==> src/rtl/mem_stage.sv <==
// rtl/mem_stage.sv - RISC-V MEM stage: data-memory handshake, store lane steering, load extract, MEM/WB register.
module mem_stage (
    input  logic        clk,
    input  logic        rst_n,
    input  logic        ex_mem_valid,
    input  logic [31:0] ex_mem_result_alu,
    input  logic [31:0] ex_mem_op2,
    input  logic [4:0]  ex_mem_rd,
    input  logic        ex_mem_wb_reg_file,
    input  logic        ex_mem_mem_read,
    input  logic        ex_mem_mem_write,
    input  logic [2:0]  ex_mem_load_type,
    input  logic [1:0]  ex_mem_store_type,
    output logic        dmem_req,
    output logic        dmem_we,
    output logic [31:0] dmem_addr,
    output logic [31:0] dmem_wdata,
    output logic [3:0]  dmem_be,
    input  logic        dmem_ready,
    input  logic [31:0] dmem_rdata,
    output logic        mem_stall,
    output logic [31:0] data_forward_mem,
    output logic        mem_wb_valid,
    output logic [4:0]  mem_wb_rd,
    output logic        mem_wb_reg_file,
    output logic [31:0] mem_wb_data,
    output logic        misaligned
);
    typedef enum logic {IDLE, REQ} state_t;

    state_t      state, state_next;
    logic [1:0]  off;
    logic        is_load, is_store, mem_op, misal, latch;
    logic [3:0]  be_next;
    logic [31:0] wdata_next;
    logic [2:0]  req_load_type;
    logic [1:0]  req_off;
    logic [4:0]  req_rd;
    logic        req_wb;

    assign off              = ex_mem_result_alu[1:0];
    assign data_forward_mem = ex_mem_result_alu;
    assign dmem_req         = (state == REQ);

    function automatic logic [31:0] extract(input logic [2:0] lt, input logic [1:0] o,
                                            input logic [31:0] w);
        logic [7:0]  b;
        logic [15:0] h;
        b = w[{o, 3'b000} +: 8];
        h = o[1] ? w[31:16] : w[15:0];
        case (lt)
            3'b000:  extract = {{24{b[7]}}, b};
            3'b001:  extract = {{16{h[15]}}, h};
            3'b011:  extract = {24'd0, b};
            3'b100:  extract = {16'd0, h};
            default: extract = w;
        endcase
    endfunction

    // A load with a valid type wins if both read and write are flagged.
    always_comb begin
        is_load    = ex_mem_mem_read && (ex_mem_load_type != 3'b111);
        is_store   = !is_load && ex_mem_mem_write && (ex_mem_store_type != 2'b11);
        mem_op     = ex_mem_valid && (is_load || is_store);
        misal      = 1'b0;
        be_next    = 4'b0000;
        wdata_next = ex_mem_op2;
        if (is_load) begin
            case (ex_mem_load_type)
                3'b001, 3'b100: misal = off[0];
                3'b010:         misal = (off != 2'b00);
                default:        misal = 1'b0;
            endcase
        end else if (is_store) begin
            case (ex_mem_store_type)
                2'b00: begin
                    be_next    = 4'b0001 << off;
                    wdata_next = {4{ex_mem_op2[7:0]}};
                end
                2'b01: begin
                    misal      = off[0];
                    be_next    = 4'b0011 << {off[1], 1'b0};
                    wdata_next = {2{ex_mem_op2[15:0]}};
                end
                default: begin
                    misal   = (off != 2'b00);
                    be_next = 4'b1111;
                end
            endcase
        end
        misal = misal && mem_op;
    end

    always_comb begin
        state_next = state;
        mem_stall  = 1'b0;
        latch      = 1'b0;
        case (state)
            IDLE: begin
                if (mem_op && !misal) begin
                    latch      = 1'b1;
                    mem_stall  = 1'b1;
                    state_next = REQ;
                end
            end
            REQ: begin
                if (dmem_ready) state_next = IDLE;
                else            mem_stall  = 1'b1;
            end
            default: state_next = IDLE;
        endcase
    end

    always_ff @(posedge clk or negedge rst_n) begin
        if (!rst_n) begin
            state         <= IDLE;
            dmem_we       <= 1'b0;
            dmem_addr     <= 32'd0;
            dmem_wdata    <= 32'd0;
            dmem_be       <= 4'b0000;
            req_load_type <= 3'b111;
            req_off       <= 2'b00;
            req_rd        <= 5'd0;
            req_wb        <= 1'b0;
        end else begin
            state <= state_next;
            if (latch) begin
                dmem_we       <= is_store;
                dmem_addr     <= {ex_mem_result_alu[31:2], 2'b00};
                dmem_wdata    <= wdata_next;
                dmem_be       <= be_next;
                req_load_type <= ex_mem_load_type;
                req_off       <= off;
                req_rd        <= ex_mem_rd;
                req_wb        <= ex_mem_wb_reg_file && (ex_mem_rd != 5'd0) && !is_store;
            end
        end
    end

    // A retiring memory op rebuilds its byte address from the request registers.
    always_ff @(posedge clk or negedge rst_n) begin
        if (!rst_n) begin
            mem_wb_valid    <= 1'b0;
            mem_wb_rd       <= 5'd0;
            mem_wb_reg_file <= 1'b0;
            mem_wb_data     <= 32'd0;
            misaligned      <= 1'b0;
        end else if (mem_stall) begin
            mem_wb_valid <= 1'b0;
            misaligned   <= 1'b0;
        end else if (state == REQ) begin
            mem_wb_valid    <= 1'b1;
            mem_wb_rd       <= req_rd;
            mem_wb_reg_file <= req_wb;
            mem_wb_data     <= dmem_we ? {dmem_addr[31:2], req_off}
                                       : extract(req_load_type, req_off, dmem_rdata);
            misaligned      <= 1'b0;
        end else begin
            mem_wb_valid    <= ex_mem_valid;
            mem_wb_rd       <= ex_mem_rd;
            mem_wb_reg_file <= ex_mem_valid && ex_mem_wb_reg_file && (ex_mem_rd != 5'd0)
                               && !is_store && !misal;
            mem_wb_data     <= ex_mem_result_alu;
            misaligned      <= misal;
        end
    end
endmodule

==> config.mk <==
export PLATFORM = sky130hd
export DESIGN_NAME = mem_stage
export DESIGN_NICKNAME = d
export VERILOG_FILES = /design/src/rtl/mem_stage.sv
export SDC_FILE = /design/constraint.sdc
export NUM_CORES = 1
export LEC_CHECK = 0
export CORE_UTILIZATION = 44
export CTS_CLUSTER_DIAMETER = 40
export DETAILED_ROUTE_END_ITERATION = 12
export PLACE_DENSITY = 0.81
export SETUP_SLACK_MARGIN = 0.02
export SLEW_MARGIN = 10
export SYNTH_ARGS = -nofsm -noshare
export SYNTH_HDL_FRONTEND = slang
export SYNTH_SLANG_ARGS = --single-unit
export TNS_END_PERCENT = 5
==> constraint.sdc <==
create_clock -name clk -period 2.6 [get_ports clk]
set_input_delay 0.52 -clock clk [delete_from_list [all_inputs] [get_ports clk]]
set_output_delay 0.52 -clock clk [all_outputs]
set_load 0.01 [all_outputs]
==> impl_metrics.json, run 1 <==
{
  "synth_edf_count": 0,
  "htreeDepth": 4,
  "cp_max_fo": 3,
  "wl_per_cell_um": 20.0,
  "synth.avg_cell_area_um2": 10.4,
  "clockRootBuffer": "clkbuf_16",
  "setup_viol": 0,
  "total_power_mw": 8.56,
  "dp_hpwl_um": 15000,
  "crit_type": "in -> out",
  "r2r_end": "mem_wb_data[2]$_DFFE_PN0N_",
  "fp.dieArea_mm2": 0.0150,
  "p_comb_share_pct": 38.6,
  "synth_cell_type_count": 51,
  "final_cell_mix": "clkdlybuf4s50_1, dfrtp_1, o21ai_0",
  "fin_util_pct": 69.3,
  "ir_drop_v": 0.000472,
  "rsz0062_at_grt": "yes",
  "fmax_ghz": 0.389,
  "finalHoldViolations": 0,
  "slew_violations": 0,
  "grt_pass1_vias": 6128,
  "drive_above_1_share_pct": 15.0,
  "clock_latency_ns": 0.42,
  "max_slew_margin_pct": 54.8,
  "area.growth.synth_to_final_pct": 52.1,
  "preCtsSetupSlack_ns": -0.619,
  "fin_area_mm2": 0.00970,
  "clkTransAtPathRegs_ns": 0.05,
  "die_x_um": 122,
  "clkPwrFrac_pct": 28.2,
  "startpoint_type": "primary input",
  "worst-r2r-cell-count": 7,
  "cts.sinks": 119,
  "powerDensity_mw_per_mm2": 883,
  "io_pins": 256,
  "vias": 6072,
  "via_per_inst": 5.84,
  "synth_ff_type": "dfrtp_1",
  "io_buffers": 253,
  "gp_congestion": 0.944,
  "wirelength_um": 20800,
  "switching_power_mw": 2.72,
  "grt_start_max_net_pins": 70,
  "ys_ff_latch": 119,
  "start_util_pct": 45.6,
  "grt_pass1_wl_um": 32000,
  "async_flop_share_pct": 100,
  "pwr-share-seq_pct": 33.2,
  "syn_area_mm2": 0.00638,
  "drt_iter0_drc": 514,
  "arrival_ns": 2.05,
  "tns_ns": 0,
  "std_cell_rows": 43,
  "die_h_um": 122,
  "n_fill_cell": 997,
  "maxCapViolCount": 0,
  "antenna_found_initial": 0,
  "design.core.area_mm2": 0.0140,
  "first_pass_iters": 7,
  "diodes": 0,
  "rrSetupSlack_ns": 0.15,
  "grt_remaining_overflow": 0,
  "cts_buffer_depth": 2,
  "cts_inserted_buffers": 17,
  "tightest_slew_ns": 0.673,
  "finalWorstPathRequiredPeriod_ns": 2.57,
  "final_common_cell": "clkdlybuf4s50_1",
  "layout_setup_ws_ns": 0.0262,
  "grt_use_total_pct": 28.2,
  "clock_skew_ns": 0.00490,
  "leakage_nw": 3.86,
  "hold_class": "in -> async",
  "startpoint": "ex_mem_result_alu[0]",
  "cts_tree": "done",
  "power.internal_mw": 5.84,
  "regArea_mm2": 0.00298,
  "worstPathRequired_ns": 2.08,
  "synthCells": 614,
  "cts_setup_buffers": 0,
  "nets": 962,
  "endpoint_kind": "primary output",
  "placed_cell_area_mm2": 0.00907,
  "status": "completed",
  "drc": 0,
  "min_period_over_period_pct": 99.0,
  "reg2reg_from": "req_load_type[0]$_DFFE_PN1P_",
  "switching_share_pct": 31.8,
  "multi_input_area_mm2": 0.00291,
  "ant_nets": 0,
  "ys_seq_area_share_pct": 46.8,
  "synth_warnings": 0
}
==> critical path, stage by stage <==
cell and delay (ns):
clkdlybuf4s50_1 0.44, nor4bb_1 0.16, a311o_1 0.39, a211oi_4 0.28
nor2_4 0.08, inv_4 0.09, buf_6 0.10
==> sequential cells by signal (all words and copies together) (netlist names) <==
name             cells
dmem_be              4
req_off              2
dmem_req             1
dmem_addr           30
req_wb               1
dmem_we              1
mem_wb_rd            5
dmem_wdata          32
misaligned           1
mem_wb_valid         1
mem_wb_reg_file      1
req_rd               5
mem_wb_data         32
req_load_type        3
==> synth_stat cells (3+ instances only) <==
| cell | number | area [um^2] |
|---|---|---|
| dfrtp_1 | 116 | 2900 |
| a211oi_1 | 12 | 90.1 |
| buf_2 | 13 | 65.1 |
| nand2_1 | 16 | 60.1 |
| nand3_1 | 10 | 50.1 |
| mux2i_1 | 40 | 400 |
| or4_1 | 3 | 22.5 |
| o32a_1 | 7 | 70.1 |
| mux2_1 | 21 | 236 |
| nor2b_1 | 10 | 62.6 |
| nor2_1 | 30 | 113 |
| o221ai_1 | 8 | 70.1 |
| clkbuf_1 | 28 | 105 |
| inv_1 | 11 | 41.3 |
| nor3_1 | 10 | 50.1 |
| a21oi_1 | 54 | 270 |
| o22ai_1 | 19 | 119 |
| a2111oi_0 | 6 | 52.6 |
| nand2b_1 | 4 | 25.0 |
| o21ai_0 | 58 | 290 |
| mux2_2 | 36 | 405 |
| buf_1 | 3 | 11.3 |
| dfstp_2 | 3 | 78.8 |
| buf_4 | 39 | 293 |
| a311o_1 | 7 | 70.1 |
| o31ai_1 | 16 | 120 |
| a31oi_1 | 3 | 18.8 |
==> per-stage QoR <==
step,hold WS [ns],cells
after CTS,0.0802,1040
after floorplan,0.224,615
after global placement,0.485,1010
after detailed placement,0.495,1010
final,0.0793,1040
after global routing,0.104,1040
==> worst max-delay path by stage <==
stage / end / slack [ns] / cells after the start
after floorplan: mem_stall / 0.15 / 7
after global placement: mem_stall / -0.57 / 7
after detailed placement: dmem_wdata[0]$_DFFE_PN0P_ / -0.62 / 7
after CTS: mem_stall / 0.02 / 7
after global routing: mem_stall / -0.03 / 7
final: mem_stall / 0.03 / 7
==> power groups by stage <==
stage | Combinational (mW) | Clock [mW] | Sequential (mW)
finish | 3.30 | 2.42 | 2.84
global route | 3.54 | 2.53 | 2.91
CTS | 3.29 | 2.45 | 2.84
detailed placement | 3.27 | 0 | 2.86
global placement | 3.19 | 0 | 2.82
floorplan | 1.28 | 0 | 3.01
==> layer usage <==
layer / up-vias / wire [um] / track usage (%)
met5: - / 0 / 0
met4: 0 / 718 / 14.3
met3: 60 / 1810 / 8.27
met2: 328 / 10200 / 46.9
met1: 2962 / 8020 / 33.1
li1: 2722 / - / -
==> cell type report <==
class                           count  share of cell area (%)
Sequential cell                   119                    30.7
Clock buffer                       19                    4.57
Tap cell                          180                    2.32
Multi-Input combinational cell    401                    30.0
Timing Repair Buffer              298                    30.2
Clock inverter                     11                    1.63
Inverter                           12                   0.490
==> logic make-up after synthesis <==
| family | after synthesis | synth area share, % |
|---|---|---|
| and+or+nand+nor | 98 | 7.89 |
| buffers and inverters | 95 | 8.14 |
| DFF | 119 | 46.8 |
| AOI/OAI and AO/OA | 201 | 20.2 |
| other | 1 | 0.0588 |
| xor gates and xnor gates | 2 | 0.275 |
| muxes | 98 | 16.7 |
==> what timing repair did <==
action                                 in CTS  in global routing
hold buffers                                0                  0
endpoints found under the hold margin       0                  0
gates resized for setup                    14                  5
pin swaps                                   2                  0
setup endpoints to repair                  29                  5
(Power assumes the default switching activity.)
==> inputs of run 2 (changes only) <==
- GPL_TIMING_DRIVEN: unset -> 0
- HOLD_SLACK_MARGIN: unset -> 0.06
==> impl_metrics.json, run 2 (synthesized netlist as in run 1, its figures left out) <==
{
  "via_per_inst": 5.76,
  "fin_area_mm2": 0.00984,
  "area.growth.synth_to_final_pct": 54.4,
  "dpl.cell_count": 1045,
  "cts_inserted_buffers": 17,
  "status": "completed",
  "cp_max_fo": 11,
  "clkTransAtPathRegs_ns": 0.05,
  "cts_buffer_depth": 2,
  "drc": 0,
  "placed_cell_area_mm2": 0.00913,
  "grt_remaining_overflow": 0,
  "drive_above_1_share_pct": 16.7,
  "htreeDepth": 4,
  "drt_iter0_drc": 508,
  "die_h_um": 122,
  "clock_latency_ns": 0.42,
  "powerDensity_mw_per_mm2": 869,
  "clockRootBuffer": "clkbuf_16",
  "hold_slack_ns": 0.416,
  "die_x_um": 122,
  "fp.dieArea_mm2": 0.0150,
  "clock_skew_ns": 0.00775,
  "vias": 6234,
  "startpoint_type": "primary input",
  "worstPathRequired_ns": 2.08,
  "slew_violations": 0,
  "finalWorstPathRequiredPeriod_ns": 2.58,
  "grt_start_max_net_pins": 89,
  "grt_pass1_vias": 6032,
  "crit_type": "in -> out",
  "endpoint_kind": "primary output",
  "std_cell_rows": 43,
  "wl_per_cell_um": 20.2,
  "dp_hpwl_um": 16100,
  "tightest_slew_ns": 0.898,
  "antenna_found_initial": 0,
  "rsz0062_at_grt": "yes",
  "layout_setup_ws_ns": 0.0213,
  "hold_class": "in -> reg",
  "cts_tree": "done",
  "gp_congestion": 0.917,
  "wirelength_um": 21800,
  "fmax_ghz": 0.388,
  "fin_util_pct": 70.4,
  "stdcell_count": 1082,
  "min_period_over_period_pct": 99.2,
  "max_slew_margin_pct": 39.8,
  "design.core.area_mm2": 0.0140,
  "final_common_cell": "clkdlybuf4s50_1",
  "top_regs": "dmem_wdata: 32 flops, mem_wb_data: 32 flops, dmem_addr: 30 flops",
  "io_buffers": 249,
  "grt_use_total_pct": 29.9,
  "leakage_nw": 3.94,
  "setup_viol": 0,
  "final_cell_mix": "clkdlybuf4s50_1, dfrtp_1, o21ai_0",
  "cts.sinks": 119,
  "first_pass_iters": 7,
  "regArea_mm2": 0.00298,
  "maxCapViolCount": 0,
  "multi_input_area_mm2": 0.00295,
  "nets": 1002,
  "grt_pass1_wl_um": 33400,
  "ir_drop_v": 0.000542,
  "n_fill_cell": 1069,
  "ant_nets": 0,
  "rrSetupSlack_ns": 0.05,
  "io_pins": 256,
  "finalHoldViolations": 0,
  "preCtsSetupSlack_ns": -1.16,
  "arrival_ns": 2.06,
  "start_util_pct": 45.6,
  "diodes": 0
}
run 2: where the power goes:
group	total, mW	switching, mW	internal [mW]
combinational	3.38	1.59	1.79
clock	2.38	0.823	1.56
sequential	2.79	0.360	2.43
total	8.55	2.77	5.78
run 2: timing repair:
action,CTS,global route
gates resized for setup,26,20
pin swaps,3,2
setup endpoints to repair,42,29
hold buffers,1,0
hold endpoints to repair,31,0
buffers inserted,3,1
run 2: per-stage QoR:
stage                     setup TNS (ns)  total power, mW
final                                  0             8.55
after global routing              -0.123             8.94
after CTS                        -0.0739             8.54
after detailed placement          -45.08             6.08
after global placement           -477.01             6.02
after floorplan                        0             4.29
run 2: layer usage:
layer / wire length [um] / GRT usage (%) / vias up / part of all wire [%]
met2: 10500 / 48.0 / 295 / 48
met5: 0 / 0 / - / 0
met3: 1900 / 8.69 / 43 / 8.7
li1: - / - / 2813 / -
met1: 8870 / 37.5 / 3083 / 41
met4: 548 / 12.3 / 0 / 2.5
run 2: path summary, 6_finish.rpt:
| kind | start | to | depth (start not counted) |
|---|---|---|---|
| hold / removal | ex_mem_load_type[2] | req_load_type[2]$_DFFE_PN1P_ | 2 |
| hold reg to reg | mem_wb_data[6]$_DFFE_PN0N_ | mem_wb_data[6]$_DFFE_PN0N_ | 1 |
| setup reg to reg | req_load_type[0]$_DFFE_PN1P_ | mem_wb_data[5]$_DFFE_PN0N_ | 7 |
| setup / recovery | ex_mem_result_alu[1] | mem_stall | 8 |
| max in group asynchronous | rst_n | req_load_type[1]$_DFFE_PN1P_ | 3 |
| min in group asynchronous | rst_n | dmem_addr[6]$_DFFE_PN0P_ | 2 |
run 2: layout make-up:
type	count	area share, %
clock inverter	7	0.915
sequential	119	30.3
buffer	83	5.01
inverter	12	0.483
tap	180	2.29
timing repair buffer	255	25.9
multi-input combinational	401	29.9
clock buffer	25	5.24
run 2: critical path, cell delays in order:
cell and delay [ns]:
buf_2 0.16, nor4bb_1 0.16, a311o_1 0.37, a211oi_4 0.32, nor2_4 0.08, inv_4 0.07, buf_8 0.13, clkdlybuf4s15_2 0.23
